`src/rtl/sys_defs.sv`:
```
// Shared definitions for the completion path: FU count, FU index names and
// the packet a functional unit hands to the common data bus.
package sys_defs;

    localparam int NUM_FU = 6;
    localparam int IDX_W  = $clog2(NUM_FU);

    // Fixed mapping of FU result sources onto arbiter slot indices.
    typedef enum logic [IDX_W-1:0] {
        ALU_1  = 0,
        ALU_2  = 1,
        ALU_3  = 2,
        MULT_1 = 3,
        MULT_2 = 4,
        BRANCH = 5
    } fu_idx_e;

    // Finished result as broadcast to complete/ROB/PRF.
    typedef struct packed {
        logic [31:0] result;
        logic [5:0]  pr_idx;
        logic [4:0]  rob_idx;
        logic        take_branch;
    } FU_COMPLETE_PACKET;

endpackage

```
`src/rtl/rr_pick.sv`:
```
// Combinational round-robin picker: first requester after the pointer wins,
// searching upward and wrapping. Holds no state.
module rr_pick #(
    parameter int N = 6,
    parameter int W = 3
) (
    input  logic [N-1:0] i_req,
    input  logic [W-1:0] i_ptr,
    output logic [N-1:0] o_grant,
    output logic [W-1:0] o_idx,
    output logic         o_any
);

    int w_j;

    // Walk ptr+1 .. ptr+N (mod N); the first set request is granted.
    always_comb begin
        o_grant = '0;
        o_idx   = '0;
        o_any   = 1'b0;
        w_j     = 0;
        for (int k = 1; k <= N; k++) begin
            w_j = int'(i_ptr) + k;
            if (w_j >= N) w_j = w_j - N;
            if (!o_any && i_req[w_j]) begin
                o_any       = 1'b1;
                o_grant[w_j] = 1'b1;
                o_idx       = W'(w_j);
            end
        end
    end

endmodule

```
`src/rtl/fu_cdb_arbiter.sv`:
```
// One-entry result slot per FU, round-robin granted onto the single CDB.
// Also drives per-FU busy back to the RS and a dispatch stall on occupancy.
module fu_cdb_arbiter
    import sys_defs::*;
#(
    parameter int STALL_THRESH = 3
) (
    input  logic                           clock,
    input  logic                           reset,
    input  logic [NUM_FU-1:0]              fu_valid_in,
    input  FU_COMPLETE_PACKET [NUM_FU-1:0] fu_packet_in,
    input  logic                           squash,
    output logic                           cdb_valid,
    output FU_COMPLETE_PACKET              cdb_packet,
    output logic [IDX_W-1:0]               cdb_src,
    output logic [NUM_FU-1:0]              fu_busy_out,
    output logic                           stall_dispatch,
    output logic                           overflow_err
);

    localparam logic [IDX_W:0]   LP_THRESH  = (IDX_W+1)'(STALL_THRESH);
    localparam logic [IDX_W-1:0] LP_PTR_RST = IDX_W'(NUM_FU - 1);

    logic [NUM_FU-1:0]  r_slot_valid;
    FU_COMPLETE_PACKET  r_slot_pkt [NUM_FU];
    logic [IDX_W-1:0]   r_rr_ptr;
    logic               r_overflow;

    logic [NUM_FU-1:0]  w_grant;
    logic [NUM_FU-1:0]  w_gnt_eff;
    logic [NUM_FU-1:0]  w_slot_free;
    logic [IDX_W-1:0]   w_gidx;
    logic               w_any;
    logic               w_cdb_valid;
    logic [IDX_W:0]     w_occ;

    rr_pick #(
        .N (NUM_FU),
        .W (IDX_W)
    ) u_rr_pick (
        .i_req   (r_slot_valid),
        .i_ptr   (r_rr_ptr),
        .o_grant (w_grant),
        .o_idx   (w_gidx),
        .o_any   (w_any)
    );

    // Squash suppresses the grant entirely; the slot free test uses the
    // effective grant so a squashed cycle never counts as a drain.
    always_comb begin
        w_cdb_valid = w_any & ~squash;
        w_gnt_eff   = squash ? '0 : w_grant;
        w_slot_free = ~r_slot_valid | w_gnt_eff;
    end

    // Occupancy count feeding the dispatch stall.
    always_comb begin
        w_occ = '0;
        for (int i = 0; i < NUM_FU; i++)
            w_occ = w_occ + {{IDX_W{1'b0}}, r_slot_valid[i]};
    end

    // CDB drive: packet and source are forced to zero when nothing is granted.
    always_comb begin
        cdb_valid      = w_cdb_valid;
        cdb_packet     = w_cdb_valid ? r_slot_pkt[w_gidx] : '0;
        cdb_src        = w_cdb_valid ? w_gidx : '0;
        fu_busy_out    = r_slot_valid & ~w_gnt_eff;
        stall_dispatch = (w_occ >= LP_THRESH);
        overflow_err   = r_overflow;
    end

    // Slot fill/drain, pointer advance and sticky overflow. Squash wins over
    // everything: slots empty, arrivals ignored, pointer held.
    always_ff @(posedge clock or posedge reset) begin
        if (reset) begin
            r_slot_valid <= '0;
            for (int i = 0; i < NUM_FU; i++)
                r_slot_pkt[i] <= '0;
            r_rr_ptr   <= LP_PTR_RST;
            r_overflow <= 1'b0;
        end else if (squash) begin
            r_slot_valid <= '0;
        end else begin
            for (int i = 0; i < NUM_FU; i++) begin
                if (fu_valid_in[i] && w_slot_free[i]) begin
                    r_slot_valid[i] <= 1'b1;
                    r_slot_pkt[i]   <= fu_packet_in[i];
                end else if (w_gnt_eff[i]) begin
                    r_slot_valid[i] <= 1'b0;
                end
            end
            if (|(fu_valid_in & ~w_slot_free))
                r_overflow <= 1'b1;
            if (w_any)
                r_rr_ptr <= w_gidx;
        end
    end

endmodule

```
`config.mk`:
```
export PLATFORM = sky130hd
export DESIGN_NAME = fu_cdb_arbiter
export DESIGN_NICKNAME = d
export VERILOG_FILES = /design/src/rtl/sys_defs.sv /design/src/rtl/rr_pick.sv /design/src/rtl/fu_cdb_arbiter.sv
export SDC_FILE = /design/constraint.sdc
export NUM_CORES = 1
export LEC_CHECK = 0
export CAP_MARGIN = 30
export CELL_PAD_IN_SITES_DETAIL_PLACEMENT = 1
export CELL_PAD_IN_SITES_GLOBAL_PLACEMENT = 2
export CORE_MARGIN = 8
export CORE_UTILIZATION = 30
export DETAILED_ROUTE_END_ITERATION = 8
export PLACE_DENSITY_LB_ADDON = 0.1
export SYNTH_ARGS = -nofsm -noshare
export SYNTH_HDL_FRONTEND = slang
export SYNTH_SLANG_ARGS = --single-unit
```
`constraint.sdc`:
```
create_clock -name clock -period 8.6 [get_ports clock]
set_clock_uncertainty 0.1 [all_clocks]
set_input_delay 1.72 -clock clock [delete_from_list [all_inputs] [get_ports clock]]
set_output_delay 1.72 -clock clock [all_outputs]
set_load 0.005 [all_outputs]
```
==> PnR_summary.wiki <==
{| class="wikitable"
! Metric !! Value
|-
| Post-CTS Setup Inserts || 0
|-
| R2R setup slack || about 2800 ps
|-
| # clock sinks || roughly 270
|-
| Top cells by area, synth || dfrtp_1, mux2_2, mux2_4
|-
| Setup TNS after final layout || 0 ps
|-
| Detailed-route wire length || ~59000 µm
|-
| Floorplan die area || 56500 µm²
|-
| Violation count after the first detailed-route iteration || 700
|-
| Clock Tree Buf Depth || 3
|-
| Number of global-route vias before repair || between 10k and 15k
|-
| Proportion of register bits with asynchronous set or reset after synthesis || 1.00
|-
| Category of the worst setup path launch point || flop
|-
| Min-delay worst type || reg2reg
|-
| Count of pins on the block boundary || about 330
|-
| Avg Cell Area, Syn || between 10 and 15 µm²
|-
| Number of buffers and inverters on the critical path || 4
|-
| CTS clock-pin slew for the worst setup and hold paths || about 50 ps
|-
| Most area-hungry cell type in the Yosys netlist || dfrtp_1
|-
| Worst hold path stage count || 1
|-
| Area growth from synthesis to layout || 36.3%
|-
| Startpoint of the lowest-slack register-to-register path || r_rr_ptr[0]$_DFFE_PP1P_
|-
| Clock buffer count from CTS || 37
|-
| Post-DP Area || 18800 µm²
|-
| CTS H-tree lvls || 2
|-
| Drt pass-1 iters || 4
|-
| Hold violation total from the final report || 0
|-
| Width of the chip || approximately 240 µm
|-
| Max-slew violations || 0
|-
| Count of maximum capacitance violations || 0
|-
| Data arrival time of the critical path || 6170 ps
|-
| Ordered list of cells on the worst path || inv_1 > ha_1 > clkinv_1 > ha_1 > a211oi_1 > or4_1 > o211ai_2 > nand3_4 > o32ai_4 > and2_2 > a21oi_1 > buf_4 > a21oi_1 > clkdlybuf4s50_1
|-
| Ratio of routed vias to standard cells || between 5 and 6
|-
| Critical path type || reg2out
|-
| Part of the Yosys area used for sequential elements || 0.466
|-
| WL/cell || roughly 26 µm
|-
| Final period demand of the worst path || 7990 ps
|-
| Number of placed cells counting well taps || around 2.2k
|-
| Pre-CTS setup slack || roughly 1200 ps
|-
| Synth top area share || 0.462
|-
| Total Routing Usage GR || 0.204
|-
| Reg2reg end || r_slot_pkt[238]$_DFFE_PP0P_
|-
| Unrepaired setup endpoints after global routing || false
|-
| Final Non-Filler Cells || 2230
|-
| Slowest cell on crit path || and2_2
|-
| Fill cell instance count of the final layout || 5145
|-
| Warnings, synthesis || 0
|-
| Die height || about 240 µm
|-
| Share of the clock period used by the worst path after layout || 0.929
|-
| Maximum fanout count along the critical path || 43
|-
| Count of final setup violators || 0
|-
| Worst Reg-to-Reg Cells || 15
|-
| Starting density of the core || 0.302
|-
| Number of enable-type register cells in the synthesized netlist || 0
|-
| Result of the run || finished, final reports clean
|-
| Fraction of final layout cells sized beyond drive strength 1 || 0.303
|-
| Routability-driven placement congestion ratio || between 0.8 and 0.9
|-
| Fin nets || approximately 1.8k
|-
| Startpoint of the worst hold path || r_slot_pkt[45]$_DFFE_PP0P_
|-
| Post-synthesis instance area || 14700 µm²
|-
| Synth Register Bits || between 200 and 300
|-
| Worst-case headroom to the max-slew limit || 0.259
|-
| Top Family by Delay on Critical Path || simple AND/OR/NAND/NOR gates
|-
| Residual overflow from global routing || 0
|-
| Category of the worst setup path capture point || output pin
|-
| Crit-path max cell delay || approximately 800 ps
|-
| Slew at the pin closest to its max-slew limit || 1110 ps
|-
| Area inside the core boundary || around 50000 µm²
|-
| Critical Path RT || 6780 ps
|-
| Buffers on Ports || 328
|-
| Count of distinct cell types in the synthesized netlist || 76
|-
| Final std cell area, no fill || roughly 20000 µm²
|-
| Remaining design rule violation count || 0
|-
| Top FF cell, synth || dfrtp_1
|-
| Hpwl dp || ~44000 µm
|-
| First-pass GRT wire length || 86300 µm
|-
| Post-DRT Antenna Nets || 0
|-
| Maximum clock rate || 125 MHz
|-
| Clock latency at the later pin of the worst-skew pair || approximately 520 ps
|-
| CTS tree || built
|-
| Clock tree root buffer cell || clkbuf_16
|-
| Hold buffers post-CTS || 0
|-
| Cells resized by post-CTS repair || 0
|-
| Terminating pin of the worst hold path || r_slot_pkt[45]$_DFFE_PP0P_
|-
| Number of antenna violations at the first check in global routing || 25
|-
| Min setup slack post-route || 607 ps
|-
| Largest net degree at the start of global routing || 168
|-
| Number of placement rows || 81
|-
| Vias || 11.2k
|-
| Cells after synthesis || between 1k and 1.5k
|}
[worst reg2reg max path: stages (launching register included)]
cell      delay (ps)
dfstp_2          770
ha_1             220
buf_4            180
xor2_2           350
inv_1            210
ha_1             380
nand2b_1         160
mux2i_1          270
a211oi_2         190
or4_1            540
o211ai_1         380
o22ai_1          270
nand2_1          120
and3_2           610
buf_4            490
mux2_2           400
[sequential cells by signal, summed over array words and instances (netlist names)]
name	count
overflow_err	1
r_slot_valid	6
r_rr_ptr	3
r_slot_pkt	264
[per-stage QoR]
stage               utilization  hold slack (ps)
finish                    0.412              383
global route              0.412              409
CTS                       0.411              388
detailed placement        0.386              373
global placement          0.386              361
floorplan                     -              352
[cell usage in the layout (no fill, tap or decap), types with 21 or more instances in the layout]
| cell type | instances |
|---|---|
| a21oi_1 | 108 |
| buf_4 | 36 |
| nor2_1 | 31 |
| clkbuf_16 | 38 |
| nand2_1 | 68 |
| mux2_4 | 71 |
| dfrtp_1 | 272 |
| a221oi_1 | 42 |
| clkdlybuf4s50_1 | 328 |
| mux2_2 | 269 |
| ha_1 | 21 |
| inv_1 | 25 |
[layer usage]
metal / wire, µm / up-vias / part of all wire / GRT usage
li1: - / 5095 / - / -
met1: 28200 / 5684 / 0.48 / 0.290
met2: 25500 / 299 / 0.43 / 0.299
met3: 3690 / 88 / 0.063 / 0.0573
met4: 1140 / 30 / 0.019 / 0.0549
met5: 195 / - / 0.0033 / 0
[logic make-up after synthesis]
family                   Yosys count  share of synthesized area
XOR/XNOR                           3                    0.00280
AND/OR/NAND/NOR                  184                     0.0612
other                              1                   0.000255
AO/OA/AOI/OAI                    241                      0.112
adder cells (fa/ha/maj)           24                     0.0219
multiplexers                     363                      0.297
buffers and inverters            107                     0.0400
flip-flops                       274                      0.466
[worst max-delay path by stage]
stage                            start        endpoint  depth (start not counted)  slack, ps
3_5_place_dp   r_rr_ptr[0]$_DFFE_PP1P_  cdb_packet[10]                         14       1200
4_1_cts        r_rr_ptr[0]$_DFFE_PP1P_  cdb_packet[10]                         14        590
3_3_place_gp   r_rr_ptr[0]$_DFFE_PP1P_   cdb_packet[7]                         16       1200
2_1_floorplan  r_rr_ptr[0]$_DFFE_PP1P_  cdb_packet[25]                         16       2410
6_report       r_rr_ptr[0]$_DFFE_PP1P_  cdb_packet[10]                         14        610
5_1_grt        r_rr_ptr[0]$_DFFE_PP1P_  cdb_packet[10]                         15        300
[synth_stat cells (4+ instances only)]
master,instances
nor2b_1,8
mux2_2,269
o22ai_1,5
dfrtp_1,272
nand3_1,14
nand2b_1,8
nor3_1,13
inv_1,26
and2_1,7
o21ai_0,13
buf_6,15
nand2_1,68
mux2_1,11
ha_1,21
a211o_1,4
mux2i_1,9
buf_4,14
a221oi_1,42
clkbuf_1,29
and3_1,9
nand4_1,5
a211oi_1,7
buf_2,17
mux2_4,71
a22oi_1,4
a32oi_1,4
a21oi_1,108
a21o_1,10
nor2_1,31
o211ai_1,4
a31oi_1,4
[final cells by class]
cell class	count	area [µm²]	area share
Tap cell	664	831	0.0414
Inverter	29	113	0.00561
Clock inverter	10	166	0.00829
Clock buffer	56	1060	0.0527
Antenna cell	10	25.0	0.00125
Sequential cell	274	6860	0.342
Multi-Input combinational cell	817	7350	0.366
Timing Repair Buffer	370	3670	0.183
Power is not shown: default switching activity piles up to over one toggle a cycle in this logic, so the estimate is an artifact.
